<file path="config.mk">
export PLATFORM = sky130hd
export DESIGN_NAME = mem_access_unit
export DESIGN_NICKNAME = d
export VERILOG_FILES = /design/src/rtl/mem_access_pkg.sv /design/src/rtl/mem_access_unit_load_extend.sv /design/src/rtl/mem_access_unit.sv
export SDC_FILE = /design/constraint.sdc
export NUM_CORES = 1
export LEC_CHECK = 0
export ABC_CLOCK_PERIOD_IN_PS = 4410
export CELL_PAD_IN_SITES_DETAIL_PLACEMENT = 0
export CELL_PAD_IN_SITES_GLOBAL_PLACEMENT = 1
export CORE_UTILIZATION = 41
export CTS_BUF_LIST = sky130_fd_sc_hd__clkbuf_4 sky130_fd_sc_hd__clkbuf_8
export CTS_CLUSTER_DIAMETER = 100
export CTS_CLUSTER_SIZE = 20
export DETAILED_ROUTE_END_ITERATION = 16
export PLACE_DENSITY = 0.92
export SYNTH_ARGS = -nofsm -noshare
export SYNTH_HDL_FRONTEND = slang
export SYNTH_SLANG_ARGS = --single-unit
</file>
<file path="constraint.sdc">
create_clock -name clock -period 4.41 [get_ports clock]
set_input_delay 0.441 -clock clock [delete_from_list [all_inputs] [get_ports clock]]
set_output_delay 0.441 -clock clock [all_outputs]
set_load 0.01 [all_outputs]
</file>
<file path="src/rtl/mem_access_pkg.sv">
// Shared definitions for the load/store sequencer.
//   SIZE_*      : access size codes as seen on req_size / mem_size
//   BEAT_W      : width of the beat counter (up to 4 byte beats)
//   state_e     : sequencer FSM encoding
//   req_t       : latched request
//   misaligned(): alignment test for a half/word access
package mem_access_pkg;

  localparam logic [1:0] SIZE_BYTE    = 2'd0;
  localparam logic [1:0] SIZE_HALF    = 2'd1;
  localparam logic [1:0] SIZE_ILLEGAL = 2'd2;
  localparam logic [1:0] SIZE_WORD    = 2'd3;

  localparam int BEAT_W = 3;

  typedef enum logic [1:0] {
    ST_IDLE   = 2'd0,
    ST_ACCESS = 2'd1,
    ST_RESP   = 2'd2
  } state_e;

  typedef struct packed {
    logic [31:0] addr;
    logic [31:0] wdata;
    logic [1:0]  size;
    logic        write;
    logic        sgn;
  } req_t;

  // Byte accesses are always aligned; illegal size is handled separately.
  function automatic logic misaligned(input logic [1:0] a, input logic [1:0] size);
    return ((size == SIZE_HALF) && a[0]) || ((size == SIZE_WORD) && (a != 2'b00));
  endfunction

endpackage

</file>
<file path="src/rtl/mem_access_unit_load_extend.sv">
// load_extend: merges the lane(s) of the current memory read word into the
// partially assembled load result and sign-/zero-extends the merged value.
//   mem_rdata : aligned word containing the current beat address
//   lane      : byte offset of the current beat address within that word
//   beat      : beat index (result byte position for split accesses)
//   split     : 1 = byte beat of a split access
//   size/sgn  : original request size and sign-extend flag
//   acc_in    : result assembled by earlier beats
//   acc_out   : result including this beat (raw, unextended)
//   ext_out   : acc_out extended to 32 bits by size/sgn
module load_extend
  import mem_access_pkg::*;
(
  input  logic [31:0] mem_rdata,
  input  logic [1:0]  lane,
  input  logic [1:0]  beat,
  input  logic        split,
  input  logic [1:0]  size,
  input  logic        sgn,
  input  logic [31:0] acc_in,
  output logic [31:0] acc_out,
  output logic [31:0] ext_out
);

  always_comb begin
    acc_out = acc_in;
    if (split) begin
      acc_out[{beat, 3'b000} +: 8] = mem_rdata[{lane, 3'b000} +: 8];
    end else begin
      case (size)
        SIZE_BYTE: acc_out = {24'h0, mem_rdata[{lane, 3'b000} +: 8]};
        SIZE_HALF: acc_out = {16'h0, mem_rdata[{lane[1], 4'b0000} +: 16]};
        default:   acc_out = mem_rdata;
      endcase
    end
  end

  always_comb begin
    case (size)
      SIZE_BYTE: ext_out = {{24{sgn & acc_out[7]}}, acc_out[7:0]};
      SIZE_HALF: ext_out = {{16{sgn & acc_out[15]}}, acc_out[15:0]};
      default:   ext_out = acc_out;   // word ignores sgn
    endcase
  end

endmodule

</file>
<file path="src/rtl/mem_access_unit.sv">
// mem_access_unit: load/store sequencer between the datapath and async_memory.
//   req_*   : request handshake (accepted in IDLE when req_valid=1)
//   rsp_*   : one-cycle completion pulse with load data / error flag
//   mem_*   : registered drive of the memory's addr/data/size/we/re; mem_rdata
//             is the memory's combinational read of mem_addr
// Aligned accesses take one memory beat; misaligned half/word accesses are
// split into 2/4 byte beats when SPLIT_EN=1, otherwise flagged as errors.
module mem_access_unit
  import mem_access_pkg::*;
#(
  parameter bit SPLIT_EN = 1'b1
)(
  input  logic        clock,
  input  logic        reset_n,
  input  logic        req_valid,
  output logic        req_ready,
  input  logic [31:0] req_addr,
  input  logic [31:0] req_wdata,
  input  logic [1:0]  req_size,
  input  logic        req_write,
  input  logic        req_signed,
  output logic        rsp_valid,
  output logic [31:0] rsp_rdata,
  output logic        rsp_err,
  output logic [31:0] mem_addr,
  output logic [31:0] mem_wdata,
  output logic [1:0]  mem_size,
  output logic        mem_we,
  output logic        mem_re,
  input  logic [31:0] mem_rdata
);

  state_e            state_q, state_d;
  req_t              req_q, req_d;
  logic              split_q, split_d;
  logic [BEAT_W-1:0] beat_q, beat_d, last_q, last_d, beat_nxt;
  logic [31:0]       acc_q, acc_d;
  logic [31:0]       mem_addr_q, mem_addr_d, mem_wdata_q, mem_wdata_d;
  logic [1:0]        mem_size_q, mem_size_d;
  logic              mem_we_q, mem_we_d, mem_re_q, mem_re_d;
  logic              rsp_valid_q, rsp_valid_d, rsp_err_q, rsp_err_d;
  logic [31:0]       rsp_rdata_q, rsp_rdata_d;
  logic [31:0]       acc_nxt, ext_res;
  logic              misal, illegal;

  assign misal    = misaligned(req_addr[1:0], req_size);
  assign illegal  = (req_size == SIZE_ILLEGAL);
  assign beat_nxt = beat_q + 1'b1;

  load_extend u_ext (
    .mem_rdata (mem_rdata),
    .lane      (mem_addr_q[1:0]),
    .beat      (beat_q[1:0]),
    .split     (split_q),
    .size      (req_q.size),
    .sgn       (req_q.sgn),
    .acc_in    (acc_q),
    .acc_out   (acc_nxt),
    .ext_out   (ext_res)
  );

  always_comb begin
    state_d     = state_q;
    req_d       = req_q;
    split_d     = split_q;
    beat_d      = beat_q;
    last_d      = last_q;
    acc_d       = acc_q;
    mem_addr_d  = mem_addr_q;
    mem_wdata_d = mem_wdata_q;
    mem_size_d  = mem_size_q;
    mem_we_d    = 1'b0;          // strobes only live in ACCESS
    mem_re_d    = 1'b0;
    rsp_valid_d = 1'b0;
    rsp_err_d   = rsp_err_q;
    rsp_rdata_d = rsp_rdata_q;

    case (state_q)
      ST_IDLE: begin
        if (req_valid) begin
          req_d  = '{addr: req_addr, wdata: req_wdata, size: req_size,
                     write: req_write, sgn: req_signed};
          beat_d = '0;
          acc_d  = '0;
          if (illegal || (misal && !SPLIT_EN)) begin
            // No memory traffic: answer directly.
            state_d     = ST_RESP;
            rsp_valid_d = 1'b1;
            rsp_err_d   = 1'b1;
            rsp_rdata_d = '0;
          end else begin
            state_d     = ST_ACCESS;
            split_d     = misal;
            last_d      = !misal ? 3'd0 : ((req_size == SIZE_WORD) ? 3'd3 : 3'd1);
            mem_addr_d  = req_addr;
            mem_size_d  = misal ? SIZE_BYTE : req_size;
            mem_wdata_d = misal ? {24'h0, req_wdata[7:0]} : req_wdata;
            mem_we_d    = req_write;
            mem_re_d    = !req_write;
          end
        end
      end

      ST_ACCESS: begin
        // The current beat's read data is sampled on this edge.
        acc_d = acc_nxt;
        if (beat_q == last_q) begin
          state_d     = ST_RESP;
          rsp_valid_d = 1'b1;
          rsp_err_d   = 1'b0;
          rsp_rdata_d = req_q.write ? 32'h0 : ext_res;
        end else begin
          beat_d      = beat_nxt;
          // 32-bit add: split beats may carry across words and wrap at 2^32.
          mem_addr_d  = req_q.addr + {29'h0, beat_nxt};
          mem_size_d  = SIZE_BYTE;
          mem_wdata_d = {24'h0, req_q.wdata[{beat_nxt[1:0], 3'b000} +: 8]};
          mem_we_d    = req_q.write;
          mem_re_d    = !req_q.write;
        end
      end

      ST_RESP: state_d = ST_IDLE;

      default: state_d = ST_IDLE;
    endcase
  end

  always_ff @(posedge clock or negedge reset_n) begin
    if (!reset_n) begin
      state_q     <= ST_IDLE;
      req_q       <= '0;
      split_q     <= 1'b0;
      beat_q      <= '0;
      last_q      <= '0;
      acc_q       <= '0;
      mem_addr_q  <= '0;
      mem_wdata_q <= '0;
      mem_size_q  <= '0;
      mem_we_q    <= 1'b0;
      mem_re_q    <= 1'b0;
      rsp_valid_q <= 1'b0;
      rsp_err_q   <= 1'b0;
      rsp_rdata_q <= '0;
    end else begin
      state_q     <= state_d;
      req_q       <= req_d;
      split_q     <= split_d;
      beat_q      <= beat_d;
      last_q      <= last_d;
      acc_q       <= acc_d;
      mem_addr_q  <= mem_addr_d;
      mem_wdata_q <= mem_wdata_d;
      mem_size_q  <= mem_size_d;
      mem_we_q    <= mem_we_d;
      mem_re_q    <= mem_re_d;
      rsp_valid_q <= rsp_valid_d;
      rsp_err_q   <= rsp_err_d;
      rsp_rdata_q <= rsp_rdata_d;
    end
  end

  assign req_ready = (state_q == ST_IDLE);
  assign rsp_valid = rsp_valid_q;
  assign rsp_rdata = rsp_rdata_q;
  assign rsp_err   = rsp_err_q;
  assign mem_addr  = mem_addr_q;
  assign mem_wdata = mem_wdata_q;
  assign mem_size  = mem_size_q;
  assign mem_we    = mem_we_q;
  assign mem_re    = mem_re_q;

endmodule

</file>
==> results of run 1 <==
==> cell usage after synthesis, types with 4 or more instances <==
cell / instances / area, um2
sky130_fd_sc_hd__o2bb2ai_1: 9 / 78.8
sky130_fd_sc_hd__ha_1: 9 / 113
sky130_fd_sc_hd__nor2_1: 43 / 161
sky130_fd_sc_hd__and3b_1: 12 / 105
sky130_fd_sc_hd__a32oi_1: 5 / 43.8
sky130_fd_sc_hd__nor4_1: 11 / 68.8
sky130_fd_sc_hd__a21oi_1: 43 / 215
sky130_fd_sc_hd__a22o_1: 10 / 87.6
sky130_fd_sc_hd__buf_1: 12 / 45.0
sky130_fd_sc_hd__nand2_1: 322 / 1210
sky130_fd_sc_hd__a222oi_1: 15 / 150
sky130_fd_sc_hd__xnor2_1: 11 / 96.3
sky130_fd_sc_hd__nand4_1: 11 / 68.8
sky130_fd_sc_hd__nand3_1: 93 / 465
sky130_fd_sc_hd__a221o_1: 18 / 180
sky130_fd_sc_hd__buf_2: 8 / 40.0
sky130_fd_sc_hd__o21ai_0: 65 / 325
sky130_fd_sc_hd__nand3b_1: 4 / 30.0
sky130_fd_sc_hd__mux4_2: 16 / 360
sky130_fd_sc_hd__a31oi_1: 20 / 125
sky130_fd_sc_hd__xor2_1: 16 / 140
sky130_fd_sc_hd__a211o_1: 7 / 61.3
sky130_fd_sc_hd__nor3_1: 9 / 45.0
sky130_fd_sc_hd__nor2b_1: 9 / 56.3
sky130_fd_sc_hd__o211ai_1: 17 / 128
sky130_fd_sc_hd__clkbuf_1: 61 / 229
sky130_fd_sc_hd__and2_1: 5 / 31.3
sky130_fd_sc_hd__inv_1: 29 / 109
sky130_fd_sc_hd__dfrtp_1: 209 / 5230
==> cells by family (layout without fill, tap and decap cells) <==
kind of cell | after synthesis | in the layout | synth area share [%]
simple gates | 541 | 541 | 23.0
buf+inv | 113 | 266 | 4.25
flops | 209 | 209 | 49.9
mux | 19 | 19 | 3.73
xor+xnor | 27 | 27 | 2.25
compound gates | 235 | 235 | 15.6
fa+ha+maj | 10 | 10 | 1.26
==> per-stage QoR <==
stage	setup slack, ns	hold WS, ns	instance area [um2]	power (W)	util [%]
5_1_grt	0.777	0.0704	13000	0.00983	51.9
2_1_floorplan	1.20	0.145	10500	0.00632	-
3_5_place_dp	1.06	0.458	12800	0.00818	50.9
6_report	0.953	0.00223	13000	0.00914	51.9
3_3_place_gp	1.27	0.452	12800	0.00808	50.9
4_1_cts	0.996	0.0428	13000	0.00918	51.9
==> area by class of cell <==
type | instances | area (um2)
Clock buffer | 14 | 193
Clock inverter | 3 | 47.5
Fill cell | 2381 | 12100
Inverter | 30 | 113
Multi-Input combinational cell | 832 | 4850
Sequential cell | 209 | 5230
Tap cell | 330 | 413
Timing Repair Buffer | 219 | 2170
==> report_power, final <==
part	switching (W)	internal [W]
Combinational	0.00269	0.00202
Sequential	0.000709	0.00275
Clock	0.000624	0.000360
Total	0.00402	0.00512
==> worst paths after layout <==
| path | from | endpoint | slack (ns) | cells after the start |
|---|---|---|---|---|
| setup / recovery | last_q[0] | rsp_rdata[28] | 0.95 | 5 |
| hold / removal | reset_n | rsp_rdata[12] | 0.002 | 1 |
| setup reg to reg | last_q[0] | rsp_rdata[28] | 0.95 | 5 |
| hold reg to reg | mem_size[1] | mem_size[1] | 0.48 | 2 |
| max in group asynchronous | reset_n | mem_addr[22] | 3.44 | 2 |
| min in group clock | req_signed | req_q[0] | 0.43 | 3 |
==> sequential cells by signal, summed over array words and instances (netlist names), 3 cells and up <==
name,count
req_q,68
acc_q,32
mem_addr,32
mem_wdata,32
rsp_rdata,32
beat_q,3
==> worst max-delay path: stages (launching register included) <==
cell                      delay, ns
sky130_fd_sc_hd__dfrtp_1       0.92
sky130_fd_sc_hd__xor2_1        0.28
sky130_fd_sc_hd__nor3_1        0.54
sky130_fd_sc_hd__nand2_1       0.42
sky130_fd_sc_hd__nor2_1        0.93
sky130_fd_sc_hd__a221o_1       0.28
==> routing by layer <==
metal / wire, um / GRT usage (%) / vias up
li1: - / - / 4357
met1: 13500 / 33.1 / 4443
met2: 14100 / 36.5 / 409
met3: 2760 / 5.77 / 55
met4: 909 / 7.89 / 2
met5: 17 / 0 / -
==> results, run 1 <==
- The run finished with clean final reports.
- The count of max-cap constraint violations is 0.
- The library cells used most frequently in the layout, excluding fill and tap cells, are sky130_fd_sc_hd__nand2_1 (321), sky130_fd_sc_hd__dfrtp_1 (209), sky130_fd_sc_hd__clkdlybuf4s50_1 (204).
- The via density per instance is 5.66.
- The worst clock skew is 0.0394 ns.
- Headroom to the max-slew limit came out at 14.0%.
- In this run the remaining antenna-violating nets after routing total 0.
- During synthesis, Yosys emitted a total of 0 warnings.
- Row generation in the floorplan step produced between 50 and 60 rows.
- Yosys mapped the design onto 65 distinct sky130hd cell types.
- The worst setup path is launched from a flop.
- The post-detailed-routing wire length is ~31000 um.
- The count of input and output buffers is 205.
- The number of sinks driven by the clock tree is 209.
- The overall overflow remaining after global route is 0.
- The critical path endpoint category is a flop.
- The data arrival time at the worst-slack endpoint is 3.91 ns.
- Buffers inserted to repair hold after CTS numbered 0.
- The sequential area share after synthesis is around half.
- Clock tree synthesis selected as its root buffer the cell sky130_fd_sc_hd__clkbuf_8.
- The worst supply voltage drop on vdd is 0.575 mV.
- The number of standard cells in the final layout excluding fillers is around 1600.
- The final-report setup violation count is 0.
- The slew at the pin closest to its max-slew limit is 1.29 ns.
- The worst setup path is of the reg -> reg kind.
- Counting flops with a built-in enable in the synthesized netlist gives 0.
- In this run the worst hold path is classified as in -> async.
- The number of instances resized during post-cts repair is 0.
- The clock-pin slew reported for the worst setup and hold paths after clock tree synthesis is ~0.13 ns.
- In the synthesized netlist, the number of instances is 1154.
- The area growth from synthesis to layout is 24.1%.
- The average detailed-routed wire length per instance is 19.1 um.
- The register bit total from synthesis is ~210.
- The core region is 25100 um2.
- The post-synthesis average cell area is 9.09 um2.
- The number of clock buffers added by TritonCTS is 14.
- The area enclosed by the die boundary is 26200 um2.
- The cell count after placement is 1620.
- The maximum fanout count along the critical path is 23.
- The congestion estimate from routability-driven global placement came to 0.914.
- The count of final max-slew check failures was 0.
- In the synthesized netlist the async set-or-reset flop fraction comes to 100%.
- Global routing used 23.8% of the available tracks.
- In this run, the number of DRC markers left after iteration 0 of detailed routing was 976.
- The final number of hold-violating endpoints is 0.
- The power per cell area is 702 nW/um2.
- At the end of the flow, the number of nets in the layout was 1419.
- The number of buffers between clock root and the deepest sink is 3.
- In this run the number of H-tree levels came out at 1.
- The via count of the first global-routing pass is 9023.
- The initial antenna violation count is 2.
- The number of post-CTS setup repair buffers is 0.
- In the routed design, unresolved DRC markers number 0.
- Summed over all cells, the static leakage comes to 5.84 nW.
- Leaving out fill and tap cells, the most frequent cell in the layout is sky130_fd_sc_hd__nand2_1.
- about 210 I/O pins were placed.
- The number of antenna diodes in the final layout is 0.
- The clock latency on the worst-skew pair is between 0.5 and 0.6 ns.
- Setup repair after global routing left no endpoint under its margin.
- The final worst-path cycle share is 78.4%.
- Entering global routing, the biggest net connects roughly 120 pins.
- For this block, the via count after detailed routing is 9266.
- The fraction of final layout cells with drive strength greater than 1 is 5.13%.
- The leading register cell type out of synthesis is sky130_fd_sc_hd__dfrtp_1.
- The die is 162 um tall.
- For the final routed database, the setup TNS stands at 0 ns.
- The post-layout minimum cycle time is 3.46 ns.
- The critical path required time is a little under 5 ns.
- The half-perimeter wire length after placement is roughly 21000 um.
- The mapped cell area is 10500 um2.
- The maximum clock frequency is ~0.29 GHz.
- In this run the horizontal extent of the chip is roughly 160 um.
- The TritonCTS clock tree is yes.
- The wire length of the first global-routing pass is between 40000 and 50000 um.
- The synthesized net count is 1267.
- The effective utilization at floorplan is 41.8%.
- The length of the first detailed-routing pass in iterations is 9.
Note: power is estimated with default switching activity, not from simulation.
==> run 2: changes to the inputs <==
--- a/config.mk
+++ b/config.mk
@@ -5,15 +5,15 @@
 export SDC_FILE = /design/constraint.sdc
 export NUM_CORES = 1
 export LEC_CHECK = 0
-export ABC_CLOCK_PERIOD_IN_PS = 4410
+export ABC_CLOCK_PERIOD_IN_PS = 2900
 export CELL_PAD_IN_SITES_DETAIL_PLACEMENT = 0
 export CELL_PAD_IN_SITES_GLOBAL_PLACEMENT = 1
-export CORE_UTILIZATION = 41
+export CORE_UTILIZATION = 37
 export CTS_BUF_LIST = sky130_fd_sc_hd__clkbuf_4 sky130_fd_sc_hd__clkbuf_8
 export CTS_CLUSTER_DIAMETER = 100
 export CTS_CLUSTER_SIZE = 20
 export DETAILED_ROUTE_END_ITERATION = 16
-export PLACE_DENSITY = 0.92
+export PLACE_DENSITY = 0.88
 export SYNTH_ARGS = -nofsm -noshare
 export SYNTH_HDL_FRONTEND = slang
 export SYNTH_SLANG_ARGS = --single-unit
==> constraint.sdc (replaced) <==
create_clock -name clock -period 2.9 [get_ports clock]
set_input_delay 0.29 -clock clock [delete_from_list [all_inputs] [get_ports clock]]
set_output_delay 0.29 -clock clock [all_outputs]
set_load 0.01 [all_outputs]
==> run 2 against run 1 <==
Net effect:
- largest cell class unchanged
- non-clock buffer count increased by 22
- clock skew shrank 0.012 ns
- critical path type unchanged
- largest power group unchanged
- global-route usage is 1.3 points lower
- critical path depth increased by 3
- sequential share of layout area is 0.91 points lower
==> results, run 2 (synthesized netlist as in run 1, its figures left out) <==
- The critical path class is reg -> reg.
- Clock tree synthesis selected as its root buffer the cell sky130_fd_sc_hd__clkbuf_8.
- The hold path startpoint is req_signed.
- The slew at the pin closest to its max-slew limit is 1.11 ns (-0.176 ns).
- The number of flip-flops in the largest register came to 68 (unchanged).
- The number of cell rows was 61 (+5.2%).
- The maximum clock frequency is 0.376 GHz (+30%).
- The count of input and output buffers was 205 (unchanged).
- The register area is 5230 um2 (unchanged).
- The path class of the tightest hold or removal check is in -> reg.
- Counting flops per register, the top entry is req_q.
- Setup repair after global routing left no endpoint under its margin.
- The worst setup path is launched from a flop.
- The relative max-transition margin was 25.5% (+11 points).
- The number of buffer and inverter stages on the critical path is 2 (+2).
- The core box area was 27900 um2 (+11%).
- The wire length of the first global-routing pass was 51600 um (+4.1%).
- The slowest stage of the critical path is the sky130_fd_sc_hd__fa_1 cell.
- The multi-input gate area in the final layout is 4880 um2 (+0.54%).
- The number of fill cells is 2627 (+10%).
- The cell count after placement is 1688 (+4.2%).
- The effective utilization at floorplan came to 37.6% (-4.1 points).
- The maximum number of pins on one net before global-route repair is 103 (-17%).
- The y dimension of the die came to 170 um (+5.2%).
- The global-route usage over all layers was 22.6% (-1.3 points).
- The via density per instance is 5.51 (-2.6%).
- The number of standard cells in the final layout excluding fillers is 1709 (+4.4%).
- The top cell types in the final layout, fill and taps aside, are sky130_fd_sc_hd__nand2_1 (321), sky130_fd_sc_hd__dfrtp_1 (209), sky130_fd_sc_hd__clkdlybuf4s50_1 (204).
- The worst supply voltage drop on vdd is 0.752 mV (+31%).
- The average detailed-routed wire length per instance is 19.1 um (-0.29%).
- Counting instances, the worst hold path has a depth of 3.
- The final worst-path cycle share is 91.8% (+13 points).
- The post-layout minimum cycle time is 2.66 ns (-0.795 ns).
- The most critical setup path has its startpoint at beat_q[0].
- The number of sinks driven by the clock tree is 209 (unchanged).
- The maximum fanout count along the critical path came to 12 (-48%).
- The delay of the slowest cell on the worst path is 0.44 ns (-0.49 ns).
- The initial antenna violation count is 1 (-1).
- The power per cell area is 1070 nW/um2 (+53%).
- met2 is the most crowded layer.
- The placer congestion estimate is 0.855 (-6.4%).
- The area enclosed by the die boundary came to 29000 um2 (+11%).
- The critical path required time came to 3.32 ns (-1.54 ns).
- The leakage dissipation is 5.97 nW (+2.2%).
- The clock latency on the worst-skew pair is 0.53 ns (about the same).
- The data arrival time at the worst-slack endpoint came to 3.08 ns (-0.83 ns).
- The count of final max-slew check failures is 0 (unchanged).
- The area growth from synthesis to layout is 27.0%.
- The minimum setup slack in the final design is 0.238 ns (-0.715 ns).
- The met1 track utilization from global routing came to 31.5% (-1.6 points).
- The final hold slack was 0.277 ns (+0.275 ns).
- The TritonCTS clock tree is yes.
- The worst clock skew is 0.0271 ns (-0.0123 ns).
- The length of the first detailed-routing pass in iterations is 6 (-3).
- The depth of the worst register-to-register path is 8 (+3).
- The signal on the critical path passes through inv_1, ha_2, fa_1, a21oi_1, nor4_2, buf_4, a311o_1, a32o_1.
- The net total in the final layout came to 1441 (+1.6%).
- The count of max-cap constraint violations is 0 (unchanged).
- The number of ports placed on the die boundary is 206 (unchanged).
- The fraction of final layout cells with drive strength greater than 1 is 6.77% (+1.6 points).
- The post-detailed-routing wire length is 32600 um (+4.1%).
- The overall overflow remaining after global route came to 0 (unchanged).
- The setup TNS after final layout is 0 ns (unchanged).
- The final number of hold-violating endpoints is 0 (unchanged).
- The via count is 9422 (+1.7%).
- The via count of the first global-routing pass is 9137 (+1.3%).
- The worst slack at placement is 0.168 ns (-0.897 ns).
- The number of buffers between clock root and the deepest sink was 3 (unchanged).
- The cell family contributing the most delay on the critical path is compound AO/OA/AOI/OAI gates.
- The final-report setup violation count is 0 (unchanged).
- The number of buffers inserted during clock tree synthesis came to 14 (unchanged).
- The number of violations reported at the end of detailed-routing iteration 0 is 1041 (+6.7%).
- The number of nets with antenna violations after detailed routing was 0 (unchanged).
- STA classifies the critical path endpoint as a flop.
- The run finished with clean final reports.
- The clock-pin slew reported for the worst setup and hold paths after clock tree synthesis is 0.13 ns (about the same).
- The DRC violation count after routing came to 0 (unchanged).
- The half-perimeter wire length after placement is 22200 um (+6.1%).
- The library cell used most frequently in the layout, excluding fill and tap cells, is sky130_fd_sc_hd__nand2_1.
- The reg-to-reg critical path startpoint is beat_q[0].
- The die width is 170 um (+5.2%).
- The met3 layer usage reported by global route is 4.28% (-1.5 points).
- The met2 track utilization from global routing came to 35.0% (-1.5 points).
- The total stage count of the critical path is 8 (+3).
- The total number of H-tree levels is 1 (unchanged).
-- run 2: report_power, final --
part	switching, W	total [W]	internal (W)
clock network	0.000947	0.00152	0.000569
logic	0.00437	0.00764	0.00327
registers	0.000923	0.00510	0.00418
-- run 2: worst min-delay path, delay by kind of cell --
kind                   cells  cell delay, ns
buffers and inverters      1            0.40
AND/OR/NAND/NOR            2            0.10
-- run 2: area by class of cell --
cell class / instances / area share [%]
Timing Repair Buffer: 241 / 17.9
Tap cell: 378 / 3.55
Clock inverter: 2 / 0.291
Antenna cell: 2 / 0.0376
Sequential cell: 209 / 39.3
Inverter: 30 / 0.845
Clock buffer: 15 / 1.55
Multi-Input combinational cell: 832 / 36.6
-- run 2: what timing repair did --
item                                    4_1_cts  5_1_grt
hold buffers                                  1        0
resized for setup                             0        2
endpoints found under the setup margin        0       19
hold endpoints to repair                     52        0
buffers inserted                              0        1
-- run 2: per-layer routing --
layer	share of wire (%)	vias to the layer above
li1	-	4403
met5	0	-
met1	44	4553
met2	45	401
met4	3.4	0
met3	8.2	65
-- run 2: stage by stage --
stage / utilization (%) / total power (W) / instance area [um2]
2_1_floorplan: - / 0.00962 / 10500
3_3_place_gp: 46.8 / 0.0126 / 13000
3_5_place_dp: 46.8 / 0.0128 / 13000
4_1_cts: 47.7 / 0.0143 / 13300
5_1_grt: 47.8 / 0.0153 / 13300
6_report: 47.8 / 0.0143 / 13300
-- run 2: worst paths after layout --
path                                 end  slack (ns)
setup / recovery            mem_addr[26]        0.24
hold / removal                  req_q[0]        0.28
setup reg to reg            mem_addr[26]        0.24
hold reg to reg            mem_wdata[26]        0.48
max in group asynchronous  mem_wdata[13]        1.83
min in group asynchronous  rsp_rdata[12]        0.30
==> run 3: changes to the inputs <==
--- a/config.mk
+++ b/config.mk
@@ -10,7 +10,6 @@
 export CELL_PAD_IN_SITES_GLOBAL_PLACEMENT = 1
 export CORE_UTILIZATION = 37
 export CTS_BUF_LIST = sky130_fd_sc_hd__clkbuf_4 sky130_fd_sc_hd__clkbuf_8
-export CTS_CLUSTER_DIAMETER = 100
 export CTS_CLUSTER_SIZE = 20
 export DETAILED_ROUTE_END_ITERATION = 16
 export PLACE_DENSITY = 0.88
==> run 3 against run 2 <==
Net effect:
- first-iteration DRC count decreased by 0.96%
- worst setup slack got worse by 0.058 ns
- register-to-register slack got worse by 0.06 ns
- wire length increased by 2.1%
- sequential share of layout area decreased by 1.7 points
- die area unchanged
- total power increased by 11%
- sequential power about the same
- clock power increased by 98%
- largest power group unchanged
==> results, run 3 (synthesized netlist as in run 1, its figures left out) <==
- The run finished with clean final reports.
- The number of standard cells in the final layout excluding fillers is 1764 (+3.2%).
- The average detailed-routed wire length per instance was 18.8 um (-1.1%).
- In the layout the commonest cells are sky130_fd_sc_hd__nand2_1 (321), sky130_fd_sc_hd__dfrtp_1 (209), sky130_fd_sc_hd__clkdlybuf4s50_1 (204).
- The final-report setup violation count is 0 (unchanged).
- The minimum setup slack in the final design is 0.180 ns (-0.0580 ns).
- The signal on the critical path passes through inv_1, ha_1, ha_1, nand3_1, a2111oi_4, buf_4, buf_4, xor2_1, nor2_1, o21ai_0.
- The worst supply voltage drop on vdd came to 0.861 mV (+15%).
- The area enclosed by the die boundary is 29000 um2 (unchanged).
- The core box area is 27900 um2 (unchanged).
- The count of final max-slew check failures is 0 (unchanged).
- The die width is 170 um (unchanged).
- The setup TNS after final layout is 0 ns (unchanged).
- The global-route usage over all layers is 23.2% (+0.66 points).
- The DRC violation count after routing is 0 (unchanged).
- The net total in the final layout is 1467 (+1.8%).
- The critical path in this run is classified as reg -> reg.
- The number of flip-flops in the largest register is 68 (unchanged).
- The TritonCTS clock tree is yes.
- The via count of the first global-routing pass was 9495 (+3.9%).
- The number of sinks driven by the clock tree is 209 (unchanged).
- The count of max-cap constraint violations was 0 (unchanged).
- The length of the first detailed-routing pass in iterations is 8 (+2).
- The data arrival time at the worst-slack endpoint is 3.18 ns (+0.10 ns).
- The worst slack at placement is 0.168 ns (unchanged).
- The relative max-transition margin is 25.3% (-0.17 points).
- The fraction of final layout cells with drive strength greater than 1 is 10.5% (+3.7 points).
- In this run the worst hold path is classified as in -> reg.
- The power per cell area was 1140 nW/um2 (+6.0%).
- The worst clock skew came to 0.0207 ns (-0.00646 ns).
- The maximum clock frequency is 0.368 GHz (-2.1%).
- The number of buffer and inverter stages on the critical path is 3 (+1).
- The slew at the pin closest to its max-slew limit is 1.12 ns (+0.00250 ns).
- The initial antenna violation count is 1 (unchanged).
- The number of violations reported at the end of detailed-routing iteration 0 was 1031 (-0.96%).
- The post-layout minimum cycle time is 2.72 ns (+0.0580 ns).
- The critical path required time is 3.36 ns (+0.04 ns).
- The half-perimeter wire length after placement is 22200 um (unchanged).
- The maximum number of pins on one net before global-route repair is 103 (unchanged).
- The leakage dissipation is 6.29 nW (+5.4%).
- The post-route total power is 0.0158 W (+11%).
- The overall overflow remaining after global route is 0 (unchanged).
- The number of nets with antenna violations after detailed routing is 0 (unchanged).
- The maximum fanout count along the critical path is 9 (-3).
- The startpoint type of the worst setup path is a flop.
- The clock latency on the worst-skew pair is 0.55 ns (+0.02 ns).
- The clock-pin slew reported for the worst setup and hold paths after clock tree synthesis is 0.06 ns (-0.07 ns).
- Setup repair after global routing left no endpoint under its margin.
- The critical path endpoint category is a flop.
- The placer congestion estimate is 0.855 (unchanged).
- The cell at the slowest stage of the critical path is sky130_fd_sc_hd__ha_1.
- The most common cell after layout, fill and taps aside is sky130_fd_sc_hd__nand2_1.
- The post-detailed-routing wire length was 33200 um (+2.1%).
- The effective utilization at floorplan is 37.6% (unchanged).
- The number of cell rows is 61 (unchanged).
- The final worst-path cycle share was 93.8% (+2.0 points).
- In this run the clock root is driven by a sky130_fd_sc_hd__clkbuf_8.
- The kind of cell adding the most delay to the critical path is adder cells.
- The via count is 9574 (+1.6%).
- The y dimension of the die was 170 um (unchanged).
- The number of buffers between clock root and the deepest sink is 3 (unchanged).
- The total number of H-tree levels is 2 (+1).
- Counting flops per register, the top entry is req_q.
- The final number of hold-violating endpoints is 0 (unchanged).
- The number of buffers inserted during clock tree synthesis was 40 (+26).
- The area growth from synthesis to layout is 32.7%.
- The count of input and output buffers is 205 (unchanged).
- The wire length of the first global-routing pass is 52700 um (+2.1%).
- The delay of the slowest cell on the worst path is 0.46 ns (+0.02 ns).
- The cell count after placement was 1688 (unchanged).
- The final hold slack came to 0.266 ns (-0.0111 ns).
- The number of ports placed on the die boundary is 206 (unchanged).
- The via density per instance came to 5.43 (-1.6%).
## run 3: area by class of cell
cell class / instances / area, um2
antenna: 1 / 2.50
multi-input combinational: 832 / 4870
clock buffer: 63 / 773
sequential: 209 / 5230
tap: 378 / 473
inverter: 30 / 113
fill: 2586 / 13900
clock inverter: 10 / 68.8
timing repair buffer: 241 / 2380
## run 3: power by group
| group | internal, W | switching (W) | leakage (nW) |
|---|---|---|---|
| logic | 0.00327 | 0.00439 | 3.18 |
| registers | 0.00420 | 0.000922 | 2.67 |
| clock network | 0.00171 | 0.00131 | 0.445 |
| total | 0.00917 | 0.00662 | 6.29 |
## run 3: worst reg2reg max path: stages (launching register included)
cell and delay (ns):
sky130_fd_sc_hd__dfrtp_1 0.40, sky130_fd_sc_hd__inv_1 0.13, sky130_fd_sc_hd__ha_1 0.46, sky130_fd_sc_hd__ha_1 0.33, sky130_fd_sc_hd__nand3_1 0.17, sky130_fd_sc_hd__a2111oi_4 0.38
sky130_fd_sc_hd__buf_4 0.19, sky130_fd_sc_hd__buf_4 0.12, sky130_fd_sc_hd__xor2_1 0.16, sky130_fd_sc_hd__nor2_1 0.05, sky130_fd_sc_hd__o21ai_0 0.23
## run 3: per-stage QoR
stage | util [%] | instance area, um2
finish | 49.9 | 13900
global route | 49.9 | 13900
CTS | 49.9 | 13900
detailed placement | 46.8 | 13000
global placement | 46.8 | 13000
floorplan | - | 10500
## run 3: final timing paths
check | from | end | slack (ns) | cells after the start
min in group asynchronous | reset_n | rsp_rdata[12] | 0.29 | 2
max reg2reg | beat_q[0] | mem_addr[11] | 0.18 | 10
max | beat_q[0] | mem_addr[11] | 0.18 | 10
min reg2reg | mem_wdata[26] | mem_wdata[26] | 0.47 | 2
max in group asynchronous | reset_n | req_q[5] | 1.84 | 3
min | req_signed | req_q[0] | 0.27 | 3
## run 3: layer usage
metal / track usage, % / routed length (um)
met4: 10.0 / 1180
met5: 0 / 0
met2: 35.5 / 14700
met3: 5.21 / 2930
met1: 31.5 / 14400
## run 3: what timing repair did
item                                    in CTS  in global routing
endpoints found under the hold margin       52                  0
setup buffers                                0                  1
hold buffers                                 1                  0
resized for setup                            0                  1
endpoints found under the setup margin       0                 18
